### src/rtl/pipe_pkg.sv
// Shared pipeline types and constants for the ID/EX stage.
// The EX control bundle travels as one struct so a bubble is a single constant.
package pipe_pkg;

    localparam int XLEN   = 32;
    localparam int REG_AW = 5;

    typedef struct packed {
        logic              valid;
        logic              EscReg;   // active-low register write enable
        logic              MemLe;
        logic [REG_AW-1:0] rd;
    } ex_ctrl_t;

    localparam ex_ctrl_t BUBBLE_CTRL = '{valid: 1'b0, EscReg: 1'b1, MemLe: 1'b0, rd: '0};

    function automatic logic isRealReg(input logic [REG_AW-1:0] r);
        return (r != '0);
    endfunction

endpackage

### src/rtl/operand_mux.sv
// Per-operand source select: EX > MEM > WB > register file, with x0 forced to zero.
// The forwarding unit does not mask x0, so the mask lives here.
module operand_mux #(
    parameter int XLEN   = pipe_pkg::XLEN,
    parameter int REG_AW = pipe_pkg::REG_AW
) (
    input  logic [REG_AW-1:0] rs,
    input  logic [XLEN-1:0]   rfData,
    input  logic              fwdEX,
    input  logic              fwdMEM,
    input  logic              fwdWB,
    input  logic [XLEN-1:0]   dataEX,
    input  logic [XLEN-1:0]   dataMEM,
    input  logic [XLEN-1:0]   dataWB,
    output logic [XLEN-1:0]   operand
);

    always_comb begin
        operand = rfData;
        if (rs == '0) begin
            operand = '0;
        end else if (fwdEX) begin
            operand = dataEX;
        end else if (fwdMEM) begin
            operand = dataMEM;
        end else if (fwdWB) begin
            operand = dataWB;
        end
    end

endmodule

### src/rtl/id_ex_stage.sv
// ID/EX pipeline register with operand forwarding select and load-use stall/bubble.
// Optional ID_EX_STALL_CNT_EN adds stall_cnt / flush_cnt event counters.
module id_ex_stage #(
    parameter int XLEN   = pipe_pkg::XLEN,
    parameter int REG_AW = pipe_pkg::REG_AW
) (
    input  logic              clk,
    input  logic              rst,
    input  logic              valid_in,
    input  logic              flush_in,
    input  logic [REG_AW-1:0] rs1,
    input  logic [REG_AW-1:0] rs2,
    input  logic [REG_AW-1:0] rd_in,
    input  logic              EscReg_in,
    input  logic              MemLe_in,
    input  logic [XLEN-1:0]   rs1_data,
    input  logic [XLEN-1:0]   rs2_data,
    input  logic [XLEN-1:0]   imm_in,
    input  logic              forwardingRs1EX,
    input  logic              forwardingRs2EX,
    input  logic              forwardingRs1MEM,
    input  logic              forwardingRs2MEM,
    input  logic              forwardingRs1WB,
    input  logic              forwardingRs2WB,
    input  logic [XLEN-1:0]   dataEX,
    input  logic [XLEN-1:0]   dataMEM,
    input  logic [XLEN-1:0]   dataWB,
    output logic              stall_out,
    output logic              valid_out,
    output logic [XLEN-1:0]   opA,
    output logic [XLEN-1:0]   opB,
    output logic [XLEN-1:0]   imm_out,
    output logic [REG_AW-1:0] rd_out,
    output logic              EscReg_out,
    output logic              MemLe_out
`ifdef ID_EX_STALL_CNT_EN
    ,
    output logic [31:0]       stall_cnt,
    output logic [31:0]       flush_cnt
`endif
);

    import pipe_pkg::*;

    logic [REG_AW-1:0] srcIdx  [2];
    logic [XLEN-1:0]   srcData [2];
    logic              srcEX   [2];
    logic              srcMEM  [2];
    logic              srcWB   [2];
    logic [XLEN-1:0]   selOp   [2];

    assign srcIdx[0]  = rs1;
    assign srcIdx[1]  = rs2;
    assign srcData[0] = rs1_data;
    assign srcData[1] = rs2_data;
    assign srcEX[0]   = forwardingRs1EX;
    assign srcEX[1]   = forwardingRs2EX;
    assign srcMEM[0]  = forwardingRs1MEM;
    assign srcMEM[1]  = forwardingRs2MEM;
    assign srcWB[0]   = forwardingRs1WB;
    assign srcWB[1]   = forwardingRs2WB;

    genvar gi;
    generate
        for (gi = 0; gi < 2; gi++) begin : g_opmux
            operand_mux #(
                .XLEN   (XLEN),
                .REG_AW (REG_AW)
            ) u_mux (
                .rs      (srcIdx[gi]),
                .rfData  (srcData[gi]),
                .fwdEX   (srcEX[gi]),
                .fwdMEM  (srcMEM[gi]),
                .fwdWB   (srcWB[gi]),
                .dataEX  (dataEX),
                .dataMEM (dataMEM),
                .dataWB  (dataWB),
                .operand (selOp[gi])
            );
        end
    endgenerate

    ex_ctrl_t          exCtrl_reg,  exCtrl_next;
    logic [XLEN-1:0]   opA_reg,     opA_next;
    logic [XLEN-1:0]   opB_reg,     opB_next;
    logic [XLEN-1:0]   imm_reg,     imm_next;
    logic              hazard;

    // An EX flag against a valid load means the data is not ready until MEM.
    assign hazard = valid_in & exCtrl_reg.MemLe & exCtrl_reg.valid &
                    ((forwardingRs1EX & isRealReg(rs1)) | (forwardingRs2EX & isRealReg(rs2)));

    assign stall_out = hazard & ~flush_in;

    always_comb begin
        exCtrl_next = BUBBLE_CTRL;
        opA_next    = '0;
        opB_next    = '0;
        imm_next    = '0;
        if (!flush_in && !hazard && valid_in) begin
            exCtrl_next.valid  = 1'b1;
            exCtrl_next.EscReg = EscReg_in;
            exCtrl_next.MemLe  = MemLe_in;
            exCtrl_next.rd     = rd_in;
            opA_next           = selOp[0];
            opB_next           = selOp[1];
            imm_next           = imm_in;
        end
    end

    always_ff @(posedge clk) begin
        if (rst) begin
            exCtrl_reg <= BUBBLE_CTRL;
            opA_reg    <= '0;
            opB_reg    <= '0;
            imm_reg    <= '0;
        end else begin
            exCtrl_reg <= exCtrl_next;
            opA_reg    <= opA_next;
            opB_reg    <= opB_next;
            imm_reg    <= imm_next;
        end
    end

    assign valid_out  = exCtrl_reg.valid;
    assign EscReg_out = exCtrl_reg.EscReg;
    assign MemLe_out  = exCtrl_reg.MemLe;
    assign rd_out     = exCtrl_reg.rd;
    assign opA        = opA_reg;
    assign opB        = opB_reg;
    assign imm_out    = imm_reg;

`ifdef ID_EX_STALL_CNT_EN
    logic [31:0] stallCnt_reg;
    logic [31:0] flushCnt_reg;

    always_ff @(posedge clk) begin
        if (rst) begin
            stallCnt_reg <= '0;
            flushCnt_reg <= '0;
        end else begin
            if (stall_out) begin
                stallCnt_reg <= stallCnt_reg + 32'd1;
            end
            if (flush_in && valid_in) begin
                flushCnt_reg <= flushCnt_reg + 32'd1;
            end
        end
    end

    assign stall_cnt = stallCnt_reg;
    assign flush_cnt = flushCnt_reg;
`endif

endmodule

### config.mk
export PLATFORM = sky130hd
export DESIGN_NAME = id_ex_stage
export DESIGN_NICKNAME = d
export VERILOG_FILES = /design/src/rtl/pipe_pkg.sv /design/src/rtl/operand_mux.sv /design/src/rtl/id_ex_stage.sv
export SDC_FILE = /design/constraint.sdc
export NUM_CORES = 1
export LEC_CHECK = 0
export ABC_AREA = 1
export BUFFER_PORTS_ARGS = -buffer_cell sky130_fd_sc_hd__buf_2
export CORE_MARGIN = 2
export CORE_UTILIZATION = 35
export DETAILED_ROUTE_END_ITERATION = 8
export GPL_TIMING_DRIVEN = 0
export PLACE_DENSITY = 0.71
export SLEW_MARGIN = 20
export SYNTH_ARGS = -nofsm -noshare
export SYNTH_HDL_FRONTEND = slang
export SYNTH_HIERARCHICAL = 1
export SYNTH_SLANG_ARGS = --single-unit
### constraint.sdc
create_clock -name clk -period 1.48 [get_ports clk]
set_clock_uncertainty 0.1 [all_clocks]
set_input_delay 0.074 -clock clk [delete_from_list [all_inputs] [get_ports clk]]
set_output_delay 0.074 -clock clk [all_outputs]
set_load 0.01 [all_outputs]
# --- Word-level counts from Yosys, hierarchy flattened ---
# Index checks and enable logic that the tools add are counted.
word_totals:
  inputBits: 219
  output_inout_bits: 105
  ff_bits: 104
  word_cells: 34
op_classes:
  reduce_logical: 11
  mux: 7
  bitwise: 9
ops:
  columns: ["cell", "n"]
  rows:
  - ["two-way mux 32 bit", 6]
  - ["zero test 5 bit", 2]
  - ["nonzero test 5 bit", 2]
  - ["two-way mux 8 bit", 1]
  - ["AND 1 bit", 6]
  - ["OR reduction 3 bit", 2]
  - ["logical AND 1 bit", 2]
  - ["zero test 1 bit", 2]
  - ["NOT 1 bit", 2]
  - ["OR reduction 2 bit", 1]
  - ["bitwise OR 1 bit", 1]

# --- Longest topological paths before layout ---
# Gate-level depths: netlist of run 1.
logic_depth:
  ltp_word: 9
  ltp_mapped: 9
  mapped_depth_nobuf: 7

# --- Modules after synthesis ---
# Netlist of run 1, hierarchy kept.
by_module_without_submodules:
  columns: ["module", "cells_each", "n_inst", "area_each_um2"]
  rows:
  - ["id_ex_stage", 336, 1, 3621.0]
  - ["operand_mux", 317, 2, 1422.6]

# --- Worst setup path after synthesis of run 1 ---
# OpenSTA, ideal clock, no wires.
synth_timing:
  path_kind: "register to register"
  from: "register exCtrl_reg, in the netlist valid_out"
  to: "register exCtrl_reg, in the netlist valid_out"
  stages_incl_launch_ff: 7
  setup_time_ns: 0.114
  arrival_ns: 1.076
  setup_slack_ns: 0.190
  t_required_ns: 1.266
  path_cell_list: "dfxtp_1 and3_1 nand2_2 nand2_2 buf_6 buf_12 inv_1"
synth_between:
  elab_chain_cells: 6
synth_lines:
  columns: ["item", "line", "source"]
  rows:
  - ["from (decl)", "id_ex_stage.sv:83", "ex_ctrl_t exCtrl_reg, exCtrl_next;"]
  - ["from (signal assigned)", "id_ex_stage.sv:118", "exCtrl_reg <= exCtrl_next;"]
  - ["AND 1 bit (2 in a row)", "id_ex_stage.sv:90", "assign hazard = valid_in & exCtrl_reg.MemLe & exCtrl_reg.valid &"]
  - ["zero test 1 bit", "id_ex_stage.sv:100", "if (!flush_in && !hazard && valid_in) begin"]
  - ["logical AND 1 bit (2 in a row)", "id_ex_stage.sv:100", null]
  - ["two-way mux 8 bit", "id_ex_stage.sv:100", null]
# No other way between the ends.
# A chain may end at the register's enable or synchronous reset.

# --- Worst setup path in the final report of run 1 ---
layout_timing:
  from: "input port flush_in"
  to: "register imm_reg[12], in the netlist imm_out[12]"
layout_between:
  elab_chain_cells: 5
layout_lines:
  columns: ["item", "line", "source"]
  rows:
  - ["from (decl)", "id_ex_stage.sv:10", "input logic flush_in,"]
  - ["zero test 1 bit", "id_ex_stage.sv:100", null]
  - ["logical AND 1 bit (2 in a row)", "id_ex_stage.sv:100", null]
  - ["NOT 1 bit (no source line)", null, null]
  - ["OR reduction 2 bit (no source line)", null, null]
  - ["to (signal assigned)", "id_ex_stage.sv:121", "imm_reg <= imm_next;"]
  - ["to (decl)", "id_ex_stage.sv:86", "logic [XLEN-1:0] imm_reg, imm_next;"]
# No other way between the ends.

==> results_dict.tcl, run 1 <==
set metrics [dict create \
    status "finished with violations" \
    violations "hold timing" \
    setup_viol 0 \
    dpl.cell_count 1518 \
    synth.area.top_cells "dfxtp_1 32%, nand2_1 21%, nor2_4 12%" \
    p_per_area_nw_per_um2 789 \
    finalMaxSlewViolations 0 \
    drive_above_1_share_pct 37.0 \
    std_cell_rows 49 \
    dpl-instance-area_um2 8350 \
    die_w_um 140 \
    fmax_mhz 729 \
    port_buffers 319 \
    drc_errors 0 \
    via_count 7183 \
    clk_pin_slew_worst_paths_ps 80 \
    ys_seq_area_share_pct 32.2 \
    gp_congestion 0.941 \
    start_util_pct 35.9 \
    fin_tns_setup_ps 0 \
    viasPerCell 4.54 \
    yosys.area.top_type_share_pct 32.2 \
    maxCapViolations 0 \
    overflow 0 \
    cts-root-buf "clkbuf_16" \
    arrival_ps 1580 \
    end_kind "register" \
    grt_setup_unrepaired "no" \
    grt_max_degree 22 \
    synthCells 970 \
    core_area_um2 18000 \
    drt_wl_total_mm 24.6 \
    die_area_um2 19600 \
    ir_drop_mv 0.610 \
    critical_path_required_ps 1690 \
    area_delta_synth_final_pct 40.6 \
    tritoncts "built" \
    post-cts-setup-buffers 0 \
    die_y_um 140 \
    netlist_area_um2 6470 \
    slew_headroom_pct 77.0 \
    firstDrtPassIters 5 \
    cp-start-kind "primary input" \
    finalHoldViolCount 1 \
    cts_buffers 9 \
    worst-setup-path-type "primary input to register" \
    period_share_pct 92.6 \
    synth_cell_type_count 21 \
    drtAntennaViolNets 0 \
    fillers 1782 \
    hold_path_class "primary input to register" \
    first_iter_violations 489 \
    detail_route.wl_per_cell_um 15.6 \
    final_nets 1560 \
    syn_nets 1189 \
    ys_ff_latch 104 \
    grt_pass1_vias 6887 \
    worst_pin_slew_ps 344 \
    grt_first_pass_wirelength_mm 36.9 \
    synth_warnings 6 \
    ioPinCount 324 \
    dp.final_hpwl_mm 18.3 \
    stdcell_count 1582 \
    clockBufferDepth 2 \
    grtUsageTotal_pct 24.4 \
    synth_top_cell_by_area "dfxtp_1" \
    p_leak_uw 0.00537 \
    htreeDepth 3 \
    clkSinkCount 104 \
    avgSynthCellArea_um2 6.67 \
    final_cell_area_um2 9090 \
    grt_antenna_before_repair 11 \
    final.min_clock_period_ps 1370 \
    hold_slack_ps -3.98 \
    clkLatencyLatePin_ps 360 \
    path_max_fanout 10 \
]
-- power breakdown --
part           leakage [µW]  switching, µW  total [µW]  internal [µW]
sequential         0.000847           21.6        2900           2880
combinational       0.00437           1010        1760            757
clock              0.000150           1290        2500           1210
total               0.00537           2320        7170           4850
-- repair_timing --
item / in CTS / in global routing
setup endpoints to repair: 0 / 1
gates resized for setup: 0 / 0
hold endpoints to repair: 39 / 1
hold buffers: 40 / 2
-- Yosys cell counts --
cell and count:
buf_6 9, and3_1 1, a21oi_1 64, inv_6 2
nor2_1 106, nand3_1 1, nand3b_1 4, buf_12 7
or2_1 56, nand2_1 367, nor2_4 69, buf_8 2
inv_2 4, nand2_2 22, nor3b_2 1, buf_4 12
or2_2 8, inv_1 104, buf_2 21, dfxtp_1 104
clkbuf_2 6
-- area by class of cell --
type	instances	area (µm²)	share of cell area, %
Sequential cell	104	2080	22.9
Tap cell	229	287	3.15
Antenna cell	7	17.5	0.193
Buffer	57	497	5.47
Clock inverter	7	86.3	0.950
Timing Repair Buffer	360	2010	22.1
Inverter	110	423	4.65
Multi-Input combinational cell	699	3460	38.1
Clock buffer	9	225	2.48
-- path summary, 6_finish.rpt --
path | startpoint | endpoint | slack, ps | depth (start not counted)
hold reg to reg | MemLe_out | EscReg_out | 590 | 3
setup reg to reg | MemLe_out | opB[15] | 130 | 6
setup / recovery | flush_in | imm_out[12] | 110 | 7
hold / removal | valid_in | EscReg_out | -4 | 3
-- metrics by stage --
stage               setup slack [ps]  utilization [%]  power (µW)
finish                           109             50.4        7170
global route                    21.6             50.4        7540
CTS                             49.4             50.3        7230
global placement                61.0             46.3        4610
floorplan                        190                -        3970
detailed placement              45.7             46.3        4630
-- cell families after synthesis --
| logic type | count (synthesis) | share of synthesized area, % |
|---|---|---|
| AO/OA/AOI/OAI | 64 | 4.95 |
| buffers and inverters | 167 | 14.2 |
| flip-flops | 104 | 32.2 |
| AND/OR/NAND/NOR | 635 | 48.6 |
-- cell usage in the layout (no fill, tap or decap) --
cell type,synthesis,routed
clkbuf_16,0,9
inv_1,104,104
inv_2,4,4
nand2_1,367,367
dfxtp_1,104,104
nor3b_2,1,1
and3_1,1,1
clkinv_8,0,3
nand2_2,22,22
dlygate4sd3_1,0,41
diode_2,0,7
inv_8,0,1
clkinv_4,0,2
inv_6,2,3
buf_4,12,12
buf_2,21,340
nand3b_1,4,4
or2_1,56,56
or2_2,8,8
a21oi_1,64,64
buf_6,9,9
buf_12,7,7
nand3_1,1,1
buf_8,2,2
nor2_4,69,69
nor2_1,106,106
clkbuf_2,6,6
-- critical path, cell delays in order --
cell,delay [ps]
dlygate4sd3_1,530
buf_2,140
nor3b_2,250
nand2_2,120
buf_6,190
buf_12,180
nor2_4,90
-- per-layer routing --
layer | wire, µm | vias to the layer above | GRT usage [%]
met5 | 48 | - | 0
met4 | 754 | 8 | 9.32
met3 | 1860 | 53 | 4.55
met2 | 11700 | 361 | 41.6
met1 | 10200 | 3184 | 30.6
li1 | - | 3577 | -
(Power assumes the default switching activity.)
==> inputs of run 2 (changes only) <==
Settings changed: CORE_UTILIZATION 35 to 32, CTS_CLUSTER_SIZE set to 8, PLACE_DENSITY 0.71 to 0.66.
==> run 2 against run 1 <==
  * The run now ends clean
  * Setup slack lost 36 ps
  * Flip-flop and latch count stayed put
  * Total power is 0.53% higher
  * Hold slack improved by 79 ps
  * Clock power is 2% higher
  * Critical path type is now register to register
  * Highest routed layer unchanged
==> results_dict.tcl, run 2 (synthesized netlist as in run 1, its figures left out) <==
set metrics [dict create \
    r2r_slack_ps 70 \
    fmax_mhz 711 \
    seq_area_um2 2080 \
    finalHoldViolCount 0 \
    period_share_pct 95.0 \
    die_area_um2 21400 \
    tritoncts "built" \
    p_per_area_nw_per_um2 791 \
    die_w_um 146 \
    r2r_start "valid_out" \
    cts-root-buf "clkbuf_16" \
    drtAntennaViolNets 0 \
    met1_usage_pct 27.2 \
    dpl-instance-area_um2 8390 \
    hold_buffers 40 \
    maxCapViolations 0 \
    cts_buffers 9 \
    final_nets 1559 \
    grt_pass1_vias 6765 \
    via_count 7036 \
    slew_headroom_pct 76.5 \
    multi_input_area_um2 3460 \
    clkSinkCount 104 \
    hold_path_class "primary input to register" \
    grt_first_pass_wirelength_mm 37.4 \
    layout_commonest_cell "nand2_1" \
    clk_pin_slew_worst_paths_ps 80 \
    layout_common_cells "367 x nand2_1, 340 x buf_2, 106 x nor2_1, 104 x dfxtp_1, 104 x inv_1" \
    die_y_um 146 \
    clockBufferDepth 2 \
    overflow 0 \
    grt_antenna_before_repair 5 \
    area_delta_synth_final_pct 40.8 \
    clkLatencyLatePin_ps 360 \
    fin_util_pct 46.3 \
    finalMaxSlewViolations 0 \
    drt_wl_total_mm 24.7 \
    met2_usage_pct 40.7 \
    final.min_clock_period_ps 1410 \
    core_area_um2 19700 \
    viasPerCell 4.36 \
    first_iter_violations 302 \
    ioPinCount 324 \
    port_buffers 319 \
    std_cell_rows 51 \
    firstDrtPassIters 5 \
    worst-setup-path-type "register to register" \
    path_max_fanout 3 \
    use_met3_pct 4.72 \
    r2r-end "EscReg_out" \
    end_kind "register" \
    status "finished clean" \
    drive_above_1_share_pct 37.0 \
    htreeDepth 3 \
    post_cts_resized 0 \
    fillers 2040 \
    setup_viol 0 \
    drc_errors 0 \
    grt_max_degree 22 \
    reg2reg_depth 4 \
    crit_start "valid_out" \
    crit_end "EscReg_out" \
    dp.final_hpwl_mm 18.5 \
    grt-busiest-layer "met2" \
    detail_route.wl_per_cell_um 15.3 \
    ir_drop_mv 0.527 \
    gp_congestion 0.892 \
    p_leak_uw 0.00536 \
    start_util_pct 32.9 \
    grtUsageTotal_pct 22.6 \
    arrival_ps 1550 \
    post-cts-setup-buffers 0 \
    grt_setup_unrepaired "no" \
    worst_pin_slew_ps 351 \
    cp-start-kind "register" \
    final_cell_area_um2 9110 \
    critical_path_required_ps 1630 \
]
[run 2: cell count changes in the layout (fill, tap and decap cells not counted), sizes merged]
cell	change
dlygate4sd3	-1
inv	+2
clkinvlp	+1
diode	-5
clkinv	-3
[run 2: how the worst min path moves through the flow]
| stage | start | endpoint | cells past startpoint |
|---|---|---|---|
| 6_report | rs1_data[19] | opA[19] | 7 |
| 3_5_place_dp | EscReg_in | EscReg_out | 2 |
| 3_3_place_gp | EscReg_in | EscReg_out | 2 |
| 2_1_floorplan | EscReg_in | EscReg_out | 1 |
| 5_1_grt | rs1_data[21] | opA[21] | 7 |
| 4_1_cts | rs1_data[20] | opA[20] | 7 |
[run 2: where the power goes]
group | total (µW) | internal, µW | switching (µW)
logic | 1750 | 755 | 997
clock network | 2550 | 1220 | 1330
registers | 2900 | 2880 | 21.5
[run 2: per-stage QoR]
stage / cells / TNS, ps / worst slack (ps) / hold WS, ps / total power (µW)
2_1_floorplan: 970 / 0 / 190 / 79.9 / 3970
3_3_place_gp: 1554 / -8.67 / -8.67 / 175 / 4610
3_5_place_dp: 1554 / -47.2 / -47.2 / 177 / 4630
4_1_cts: 1610 / 0 / 75.3 / 54.0 / 7270
5_1_grt: 1611 / 0 / 29.1 / 95.1 / 7580
6_report: 1612 / 0 / 73.3 / 74.5 / 7210
[run 2: final cells by class]
cell class                 instances  share of cell area [%]
timing repair buffer             359                    21.9
multi-input combinational        699                    38.0
sequential                       104                    22.9
clock inverter                     7                   0.907
tap                              265                    3.64
antenna                            2                  0.0550
buffer                            57                    5.45
inverter                         110                    4.64
clock buffer                       9                    2.47
[run 2: worst max-delay path: stages (launching register included)]
cell	delay (ps)
dfxtp_1	310
and3_1	180
nand2_2	90
nand3b_1	70
dlygate4sd3_1	550
[run 2: per-layer routing]
| layer | part of all wire (%) | vias to the layer above |
|---|---|---|
| li1 | - | 3573 |
| met1 | 41 | 3115 |
| met2 | 50 | 306 |
| met3 | 7.5 | 36 |
| met4 | 1.9 | 6 |
| met5 | 0.19 | - |
